**config.mk**
```make
export PLATFORM = sky130hd
export DESIGN_NAME = sextium_io_port
export DESIGN_NICKNAME = d
export VERILOG_FILES = /design/src/rtl/sextium_io_port_pkg.sv /design/src/rtl/sextium_sync_fifo.sv /design/src/rtl/sextium_io_port.sv
export SDC_FILE = /design/constraint.sdc
export NUM_CORES = 1
export LEC_CHECK = 0
export ABC_AREA = 1
export CAP_MARGIN = 0
export CORE_MARGIN = 2
export CORE_UTILIZATION = 50
export CTS_BUF_LIST = sky130_fd_sc_hd__clkbuf_16
export DETAILED_ROUTE_END_ITERATION = 7
export HOLD_SLACK_MARGIN = 0.03
export MAX_ROUTING_LAYER = met4
export PLACE_DENSITY_LB_ADDON = 0.1
export SETUP_SLACK_MARGIN = 0.3
export SYNTH_ARGS = -nofsm -noshare
export SYNTH_HDL_FRONTEND = slang
export SYNTH_SLANG_ARGS = --single-unit
```
**constraint.sdc**
```tcl
create_clock -name clock -period 2.8 [get_ports clock]
set_input_delay 0.56 -clock clock [delete_from_list [all_inputs] [get_ports clock]]
set_output_delay 0.56 -clock clock [all_outputs]
set_load 0.02 [all_outputs]
```
**src/rtl/sextium_io_port_pkg.sv**
```systemverilog
// Shared definitions for the Sextium buffered I/O port: FSM state encodings
// and the core data-bus width used as the default word size.
package sextium_io_port_pkg;

  localparam int CORE_WIDTH = 16;

  typedef enum logic {
    ST_IDLE     = 1'b0,
    ST_WAIT_LOW = 1'b1
  } state_t;

endpackage

```
**src/rtl/sextium_sync_fifo.sv**
```systemverilog
// Single-clock show-ahead FIFO with occupancy count; pushes when full and pops
// when empty are ignored, so callers may present requests unconditionally.
module sextium_sync_fifo #(
  parameter int WIDTH = 16,
  parameter int DEPTH = 8
) (
  input  logic                       clock,
  input  logic                       reset,
  input  logic                       push,
  input  logic                       pop,
  input  logic [WIDTH-1:0]           din,
  output logic [WIDTH-1:0]           dout,
  output logic                       full,
  output logic                       empty,
  output logic [$clog2(DEPTH+1)-1:0] count
);

  localparam int ADDR_W = $clog2(DEPTH);
  localparam int CNT_W  = $clog2(DEPTH + 1);

  logic [WIDTH-1:0]  r_mem [DEPTH];
  logic [ADDR_W-1:0] r_wr_ptr;
  logic [ADDR_W-1:0] r_rd_ptr;
  logic [CNT_W-1:0]  r_count;

  logic w_do_push;
  logic w_do_pop;

  assign full      = (r_count == CNT_W'(DEPTH));
  assign empty     = (r_count == '0);
  assign count     = r_count;
  assign dout      = r_mem[r_rd_ptr];
  assign w_do_push = push && !full;
  assign w_do_pop  = pop && !empty;

  // Storage is not reset; only pointers and count define what is valid.
  always_ff @(posedge clock) begin
    if (w_do_push) begin
      r_mem[r_wr_ptr] <= din;
    end
  end

  // Power-of-two depth lets the pointers wrap by natural overflow.
  always_ff @(posedge clock) begin
    if (reset) begin
      r_wr_ptr <= '0;
      r_rd_ptr <= '0;
      r_count  <= '0;
    end else begin
      if (w_do_push) begin
        r_wr_ptr <= r_wr_ptr + ADDR_W'(1);
      end
      if (w_do_pop) begin
        r_rd_ptr <= r_rd_ptr + ADDR_W'(1);
      end
      if (w_do_push && !w_do_pop) begin
        r_count <= r_count + CNT_W'(1);
      end else if (w_do_pop && !w_do_push) begin
        r_count <= r_count - CNT_W'(1);
      end
    end
  end

endmodule

```
**src/rtl/sextium_io_port.sv**
```systemverilog
// Buffered core I/O device: services level-held io_read/io_write requests from
// host-fed input and host-drained output FIFOs, acknowledging each exactly once.
module sextium_io_port
  import sextium_io_port_pkg::*;
#(
  parameter int DEPTH = 8,
  parameter int WIDTH = CORE_WIDTH
) (
  input  logic                       clock,
  input  logic                       reset,
  input  logic                       io_read,
  input  logic                       io_write,
  input  logic [WIDTH-1:0]           io_data_in,
  output logic [WIDTH-1:0]           io_data_out,
  output logic                       ioack,
  input  logic [WIDTH-1:0]           host_in_data,
  input  logic                       host_in_valid,
  output logic                       host_in_ready,
  output logic [WIDTH-1:0]           host_out_data,
  output logic                       host_out_valid,
  input  logic                       host_out_ready,
  output logic [$clog2(DEPTH+1)-1:0] in_count,
  output logic [$clog2(DEPTH+1)-1:0] out_count,
  output logic                       proto_err
);

  state_t           r_state;
  state_t           w_state_next;
  logic [WIDTH-1:0] r_data;
  logic             r_ack;
  logic             r_err;

  logic             w_in_pop;
  logic             w_out_push;
  logic             w_ack_next;
  logic             w_load;
  logic             w_err_set;
  logic [WIDTH-1:0] w_in_dout;
  logic             w_in_full;
  logic             w_in_empty;
  logic             w_out_full;
  logic             w_out_empty;

  sextium_sync_fifo #(
    .WIDTH (WIDTH),
    .DEPTH (DEPTH)
  ) u_in_fifo (
    .clock (clock),
    .reset (reset),
    .push  (host_in_valid && !w_in_full),
    .pop   (w_in_pop),
    .din   (host_in_data),
    .dout  (w_in_dout),
    .full  (w_in_full),
    .empty (w_in_empty),
    .count (in_count)
  );

  sextium_sync_fifo #(
    .WIDTH (WIDTH),
    .DEPTH (DEPTH)
  ) u_out_fifo (
    .clock (clock),
    .reset (reset),
    .push  (w_out_push),
    .pop   (host_out_ready && !w_out_empty),
    .din   (io_data_in),
    .dout  (host_out_data),
    .full  (w_out_full),
    .empty (w_out_empty),
    .count (out_count)
  );

  assign host_in_ready  = !w_in_full;
  assign host_out_valid = !w_out_empty;
  assign io_data_out    = r_data;
  assign ioack          = r_ack;
  assign proto_err      = r_err;

  always_comb begin
    w_state_next = r_state;
    w_in_pop     = 1'b0;
    w_out_push   = 1'b0;
    w_ack_next   = 1'b0;
    w_load       = 1'b0;
    w_err_set    = 1'b0;
    case (r_state)
      ST_IDLE: begin
        if (io_read && io_write) begin
          w_err_set = 1'b1;
        end else if (io_read && !w_in_empty) begin
          w_in_pop     = 1'b1;
          w_load       = 1'b1;
          w_ack_next   = 1'b1;
          w_state_next = ST_WAIT_LOW;
        end else if (io_write && !w_out_full) begin
          w_out_push   = 1'b1;
          w_ack_next   = 1'b1;
          w_state_next = ST_WAIT_LOW;
        end
      end
      ST_WAIT_LOW: begin
        // Hold off until the core drops its request so it is serviced once.
        if (!io_read && !io_write) begin
          w_state_next = ST_IDLE;
        end
      end
      default: w_state_next = ST_IDLE;
    endcase
  end

  always_ff @(posedge clock) begin
    if (reset) begin
      r_state <= ST_IDLE;
      r_data  <= '0;
      r_ack   <= 1'b0;
      r_err   <= 1'b0;
    end else begin
      r_state <= w_state_next;
      r_ack   <= w_ack_next;
      if (w_load) begin
        r_data <= w_in_dout;
      end
      if (w_err_set) begin
        r_err <= 1'b1;
      end
    end
  end

endmodule

```
==> results of run 1 <==
[placed cells by master (no fill, tap or decap), types with 4 or more instances in the layout]
cell,instances
bufinv_16,5
nor2_2,8
dfxtp_1,38
ha_1,10
buf_2,5
o21ai_0,75
buf_12,7
buf_4,36
clkinv_1,5
clkbuf_16,35
nand2_1,265
clkdlybuf4s50_1,64
nand3_1,104
clkdlybuf4s15_2,5
nor3_2,4
nand2_2,4
o21ai_1,32
clkinv_2,6
edfxtp_1,256
inv_1,132
a21oi_1,30
clkbuf_2,4
xor2_1,6
nor2_1,119
[stage by stage]
| stage | worst slack, ns | total power [uW] | instance area, um2 |
|---|---|---|---|
| after floorplan | 0.334 | 7490 | 12400 |
| after global placement | 0.110 | 8710 | 13700 |
| after detailed placement | 0.0621 | 8740 | 13700 |
| after CTS | 0.256 | 12900 | 14800 |
| after global routing | 0.184 | 13700 | 14900 |
| final | 0.316 | 13000 | 14900 |
[layer usage]
metal  routed length (um)  up-vias
li1                     -     4064
met1                12800     3932
met2                12900      251
met3                 1870       30
met4                  361        0
met5                    0        -
[timing repair]
item	in CTS	in global routing
hold endpoints to repair	0	0
gates cloned	2	4
endpoints found under the setup margin	16	17
buffers inserted	1	1
resized for setup	50	38
[kinds of logic (layout without fill, tap and decap cells)]
kind of cell | count (synthesis) | in the layout | share of synthesized area, %
buffers and inverters | 182 | 317 | 6.64
XOR/XNOR | 6 | 6 | 0.425
adder cells (fa/ha/maj) | 12 | 12 | 1.34
AO/OA/AOI/OAI | 140 | 140 | 5.70
AND/OR/NAND/NOR | 511 | 511 | 16.9
flip-flops | 298 | 298 | 69.0
[state kept, by name, indices dropped and copies added, names as in the netlist, named ones only]
signal	count
u_out_fifo.r_wr_ptr	3
u_out_fifo.r_rd_ptr	3
u_in_fifo.r_wr_ptr	3
u_in_fifo.r_mem	128
r_state	1
u_out_fifo.r_mem	128
io_data_out	16
proto_err	1
u_out_fifo.count	4
u_in_fifo.r_rd_ptr	3
ioack	1
u_in_fifo.count	4
[final timing paths]
kind                                          from            endpoint  slack (ns)  depth (start not counted)
worst max-delay path                          flop    host_out_data[1]        0.32                          7
worst min register to register     io_data_out[10]     io_data_out[10]        0.46                          2
worst min-delay path               io_data_out[10]     io_data_out[10]        0.46                          2
worst max register to register  u_in_fifo.count[0]  u_in_fifo.count[3]        0.57                         13
[worst reg2reg max path, delay by kind of cell (launching register included)]
kind            cells  cell delay [ns]
simple gates        8             1.03
flops               1             0.38
buf+inv             2             0.20
compound gates      1             0.11
fa+ha+maj           2             0.46
[power by group through the flow]
stage	Sequential, uW	Clock [uW]	Combinational, uW
after global placement	5360	0	3340
after floorplan	5420	0	2080
after detailed placement	5370	0	3380
after global routing	5340	4350	4010
final	5310	4100	3600
after CTS	5290	4170	3460
[cell type report]
cell class                      instances  area, um2
Inverter                              128        487
Multi-Input combinational cell        669       3060
Fill cell                            1953       9440
Clock inverter                         27        255
Clock buffer                           31        776
Timing Repair Buffer                  131       1350
Tap cell                              324        405
Sequential cell                       298       8540
==> summary.md, run 1 <==
| Metric | Value |
|---|---|
| Die Wd | 161 um |
| Synth area leader | edfxtp_1 |
| Max-Cap Viols | 0 |
| Fin nets | around 1300 |
| Sequential area share after synthesis | 69.0% |
| Reg power frac | 40.8% |
| Yosys warns | 0 |
| Psw | 4040 uW |
| Synth top area share | 62.2% |
| H-tree Lvls | 1 |
| Flops & latches, synth | 298 |
| WL per Instance | 17.4 um |
| Initial antenna violation count | 0 |
| DRT iter0 DRCs | just over 800 |
| WP buf/inv | 3 |
| CTS tree | done |
| Type of origin of the critical path | flop |
| Cell variety after synth | 30 |
| Final Util | between 60% and 70% |
| Final period util | 88.7% |
| Number of enable flip-flop cells after synthesis | 256 |
| Setup crit end kind | output pin |
| Core Footprint | 24300 um2 |
| Leakage | 0.00583 uW |
| Cell Rows | 57 |
| Cell area after synthesis | ~12000 um2 |
| Worst-path clk slew | ~0.060 ns |
| Syn Area/Cell | 10.8 um2 |
| Area grow syn2layout | 20.3% |
| TNS Setup | 0 ns |
| Final Hold Viols | 0 |
| CP required | 2.24 ns |
| GR Util met3 | roughly 3% |
| Die Y | 161 um |
| I/O pin total | between 80 and 90 |
| Antenna diodes | 0 |
| Status | finished, final reports clean |
| Worst-path cell chain | buf_4 -> clkbuf_16 -> o21ai_0 -> o21ai_0 -> nand2_1 -> nand2_1 -> clkdlybuf4s15_2 |
| Hold WC Path Type | flop to flop |
| Clk_lat worst skew | 0.56 ns |
| Initial Util | roughly half |
| First drt pass iteration count | 5 |
| Main synth FF type | edfxtp_1 |
| Placed cells | 1542 |
| Routability cong. | roughly 0.8 |
| Total CTS buffers | 31 |
| Syn Nets | 1199 |
| CP max-delay cell | dfxtp_4 |
| Post-synthesis cell count | 1149 |
| Worst-case clock buffer depth | 3 |
| Routed wire length | 28000 um |
| First-pass GRT wire length | 43000 um |
| Final max-slew violation count | 0 |
| Gate power share | between 20 and 30% |
| Hold_buf cts | 0 |
| Via count | 8277 |
| Most common cell in the netlist | nand2_1 |
| CP top delay family | buffers and inverters |
| Vias in the first global route | a little under 8000 |
| GRT Util Overall | 21.9% |
| Slew at the pin with the worst max-slew slack | 0.746 ns |
| Clock sink count | 298 |
| Input/output buffers | 81 |
| Maximum VDD drop | 0.519 mV |
| DR DRC count | 0 |
| Switching share of total power | 31.0% |
| CP Class | flop to output pin |
| Async S/R FF share, synth | 0% |
| Clock share of power | 31.5% |
| Pin count of the biggest net entering global routing | 66 |
| RSZ-0062 raised after global routing | yes |
| Worst Skew | 0.0211 ns |
| Layout cells sized above 1 | about 11% |
| Grt ovf | 0 |
| DRT antenna net count | 0 |
| Post-DP HPWL | 15300 um |
| Hold Slack | 0.462 ns |
| Largest cells by area after synthesis | edfxtp_1 62%, nand2_1 8.1%, dfxtp_1 6.8% |
| Pint | 8980 uW |
| Final Non-Filler Cells | 1608 |
| GR Util met2 | 34.2% |
| GR met1 Demand/Resource | 31.3% |
| Max FO, Critical Path | 11 |
| Gr busiest metal | met2 |
| Vias per inst | 5.15 |
| CP max stage delay | 0.43 ns |
| P per Cell Area | 875 nW/um2 |
| Max Freq | around 400 MHz |
| Worst slew margin | 50.3% |
| Critical Path AT | roughly 1.9 ns |
| Clock root buffer | clkbuf_16 |
| Tmin final | 2.48 ns |
| Most frequent cells after synthesis | 266 x nand2_1, 256 x edfxtp_1, 127 x nor2_1 |
| Full die area | 26000 um2 |
| Final Setup Violations | 0 |
No activity file was read; power rests on OpenSTA's default activity.
==> run 2: changes to the inputs <==
--- a/config.mk
+++ b/config.mk
@@ -8,3 +8,2 @@
 export ABC_AREA = 1
-export CAP_MARGIN = 0
 export CORE_MARGIN = 2
--- a/constraint.sdc
+++ b/constraint.sdc
@@ -3,2 +3,2 @@
 set_output_delay 0.56 -clock clock [all_outputs]
-set_load 0.02 [all_outputs]
+set_load 0.1 [all_outputs]
==> run 2 against run 1 <==
Wire length shrank 7.4%. Count of clock-buffer cells in the layout is the same. Die area is the same. Setup slack gained 0.00086 ns. Sequential share of layout area grew 0.46 points. Core utilization shrank 0.35 points. Register-to-register slack lost 0.04 ns. Clock power shrank 12%.
==> summary.md, run 2 (synthesized netlist as in run 1, its figures left out) <==
| Metric | Value |
|---|---|
| Status | finished, final reports clean |
| Initial Util | 50.8% |
| Leakage | 0.00584 uW |
| Critical Path AT | 1.92 ns |
| Initial antenna violation count | 0 |
| WL per Instance | between 15 and 20 um |
| Slew at the pin with the worst max-slew slack | 0.723 ns |
| H-tree Lvls | 1 |
| Area grow syn2layout | 19.6% |
| Max FO, Critical Path | 7 |
| Input/output buffers | 81 |
| First-pass GRT wire length | 41600 um |
| First drt pass iteration count | 5 |
| Worst-path clk slew | 0.06 ns |
| Gate power share | 38.4% |
| Setup crit end kind | output pin |
| Clock share of power | 24.9% |
| Leading cell types in the layout, fill and taps excluded | 257 x nand2_1, 256 x edfxtp_1, 135 x inv_1 |
| Antenna diodes | 0 |
| Switching share of total power | 38.3% |
| Cell Rows | 57 |
| Vias in the first global route | 7957 |
| Hold_buf cts | 0 |
| RSZ-0062 raised after global routing | yes |
| Setup crit end | host_out_data[12] |
| Routed wire length | approximately 26000 um |
| Final Non-Filler Cells | around 1600 |
| Fin nets | 1298 |
| Grt ovf | 0 |
| I/O pin total | between 80 and 90 |
| Worst r2r src | u_in_fifo.count[0] |
| Via count | 8130 |
| Worst R2R Setup Slack | 0.53 ns |
| Core Footprint | 24300 um2 |
| Final period util | 88.7% |
| Vias per inst | between 5 and 6 |
| CP Class | flop to output pin |
| Placed cells | 1533 |
| CTS tree | done |
| P per Cell Area | between 900 and 1000 nW/um2 |
| Worst-case clock buffer depth | 3 |
| Die Wd | 161 um |
| Final max-slew violation count | 0 |
| RR Endpoint | u_in_fifo.count[3] |
| DR DRC count | 0 |
| CP required | between 2 and 2.5 ns |
| Post-DP HPWL | 14700 um |
| Type of origin of the critical path | flop |
| Psw | 5550 uW |
| Routability cong. | 0.753 |
| Pint | 8930 uW |
| Maximum VDD drop | about 0.85 mV |
| R2r worst-path depth | 13 |
| Die Y | 161 um |
| Hold WC Path Type | flop to flop |
| Pin count of the biggest net entering global routing | 66 |
| Total CTS buffers | 31 |
| Commonest non-fill, non-tap cell in the layout | nand2_1 |
| Worst slew margin | 51.5% |
| DRT antenna net count | 0 |
| Layout cells sized above 1 | between 10% and 20% |
| DRT iter0 DRCs | 611 |
| TNS Setup | 0 ns |
| Clock root buffer | clkbuf_16 |
| Clock sink count | 298 |
| Max Freq | 403 MHz |
| Final Hold Viols | 0 |
| Worst Skew | 0.0132 ns |
| Tmin final | ~2.5 ns |
| GRT Util Overall | 20.9% |
| Full die area | around 26000 um2 |
| Final Setup Violations | 0 |
| Max-Cap Viols | 0 |
| Clk_lat worst skew | 0.55 ns |
| Reg power frac | 36.6% |
run 2: final cells by class:
| class | count | area [um2] |
|---|---|---|
| Sequential cell | 298 | 8560 |
| Clock buffer | 31 | 776 |
| Timing Repair Buffer | 120 | 1330 |
| Tap cell | 324 | 405 |
| Inverter | 128 | 488 |
| Fill cell | 1960 | 9530 |
| Multi-Input combinational cell | 669 | 3120 |
| Clock inverter | 23 | 115 |
run 2: power groups by stage:
stage	sequential, uW	clock (uW)	combinational (uW)
6_report	5310	3610	5570
5_1_grt	5340	3870	5990
4_1_cts	5300	3680	5560
3_5_place_dp	5390	0	5350
3_3_place_gp	5390	0	5310
2_1_floorplan	5960	0	3190
run 2: metrics by stage:
| stage | hold WS (ns) | utilization (%) | power, uW | area [um2] | setup WS, ns |
|---|---|---|---|---|---|
| after global routing | 0.497 | 60.8 | 15200 | 14800 | 0.165 |
| after CTS | 0.466 | 60.7 | 14500 | 14800 | 0.276 |
| after global placement | 0.453 | 56.5 | 10700 | 13700 | 0.136 |
| final | 0.463 | 60.8 | 14500 | 14800 | 0.317 |
| after detailed placement | 0.457 | 56.5 | 10700 | 13700 | 0.0744 |
| after floorplan | 0.448 | - | 9150 | 12500 | 0.118 |
run 2: layer usage:
layer / share of wire [%] / vias up / global-route usage, %
met5: 0 / - / -
met4: 1.4 / 0 / 4.42
met3: 5.1 / 31 / 2.98
met2: 47 / 170 / 33.6
met1: 46 / 3899 / 28.8
li1: - / 4030 / -
run 2: what timing repair did:
action,in CTS,in global routing
setup endpoints to repair,16,17
setup buffers,3,0
pin swaps,2,2
cloned,2,1
resized for setup,17,13
run 2: worst min path at each step:
stage | from | end | slack [ns] | depth (start not counted)
after detailed placement | io_data_out[5] | io_data_out[5] | 0.46 | 2
final | io_data_out[13] | io_data_out[13] | 0.46 | 2
after global placement | io_data_out[5] | io_data_out[5] | 0.45 | 2
after global routing | io_data_out[0] | io_data_out[0] | 0.50 | 2
after floorplan | u_out_fifo.r_rd_ptr[0] | flop | 0.45 | 1
after CTS | io_data_out[5] | io_data_out[5] | 0.47 | 2
run 2: critical path, cell delays in order, from the launching register on:
cell and delay [ns]:
dfxtp_4 0.45, buf_12 0.16, clkbuf_16 0.15, o21ai_0 0.08, o21ai_1 0.13, nand2_1 0.06, nand2_1 0.16, buf_12 0.19
==> run 3: changes to the inputs <==
- SLEW_MARGIN: default -> 20
==> results of run 3 <==
No change in the layout: final DEF, timing and power equal those of run 2.
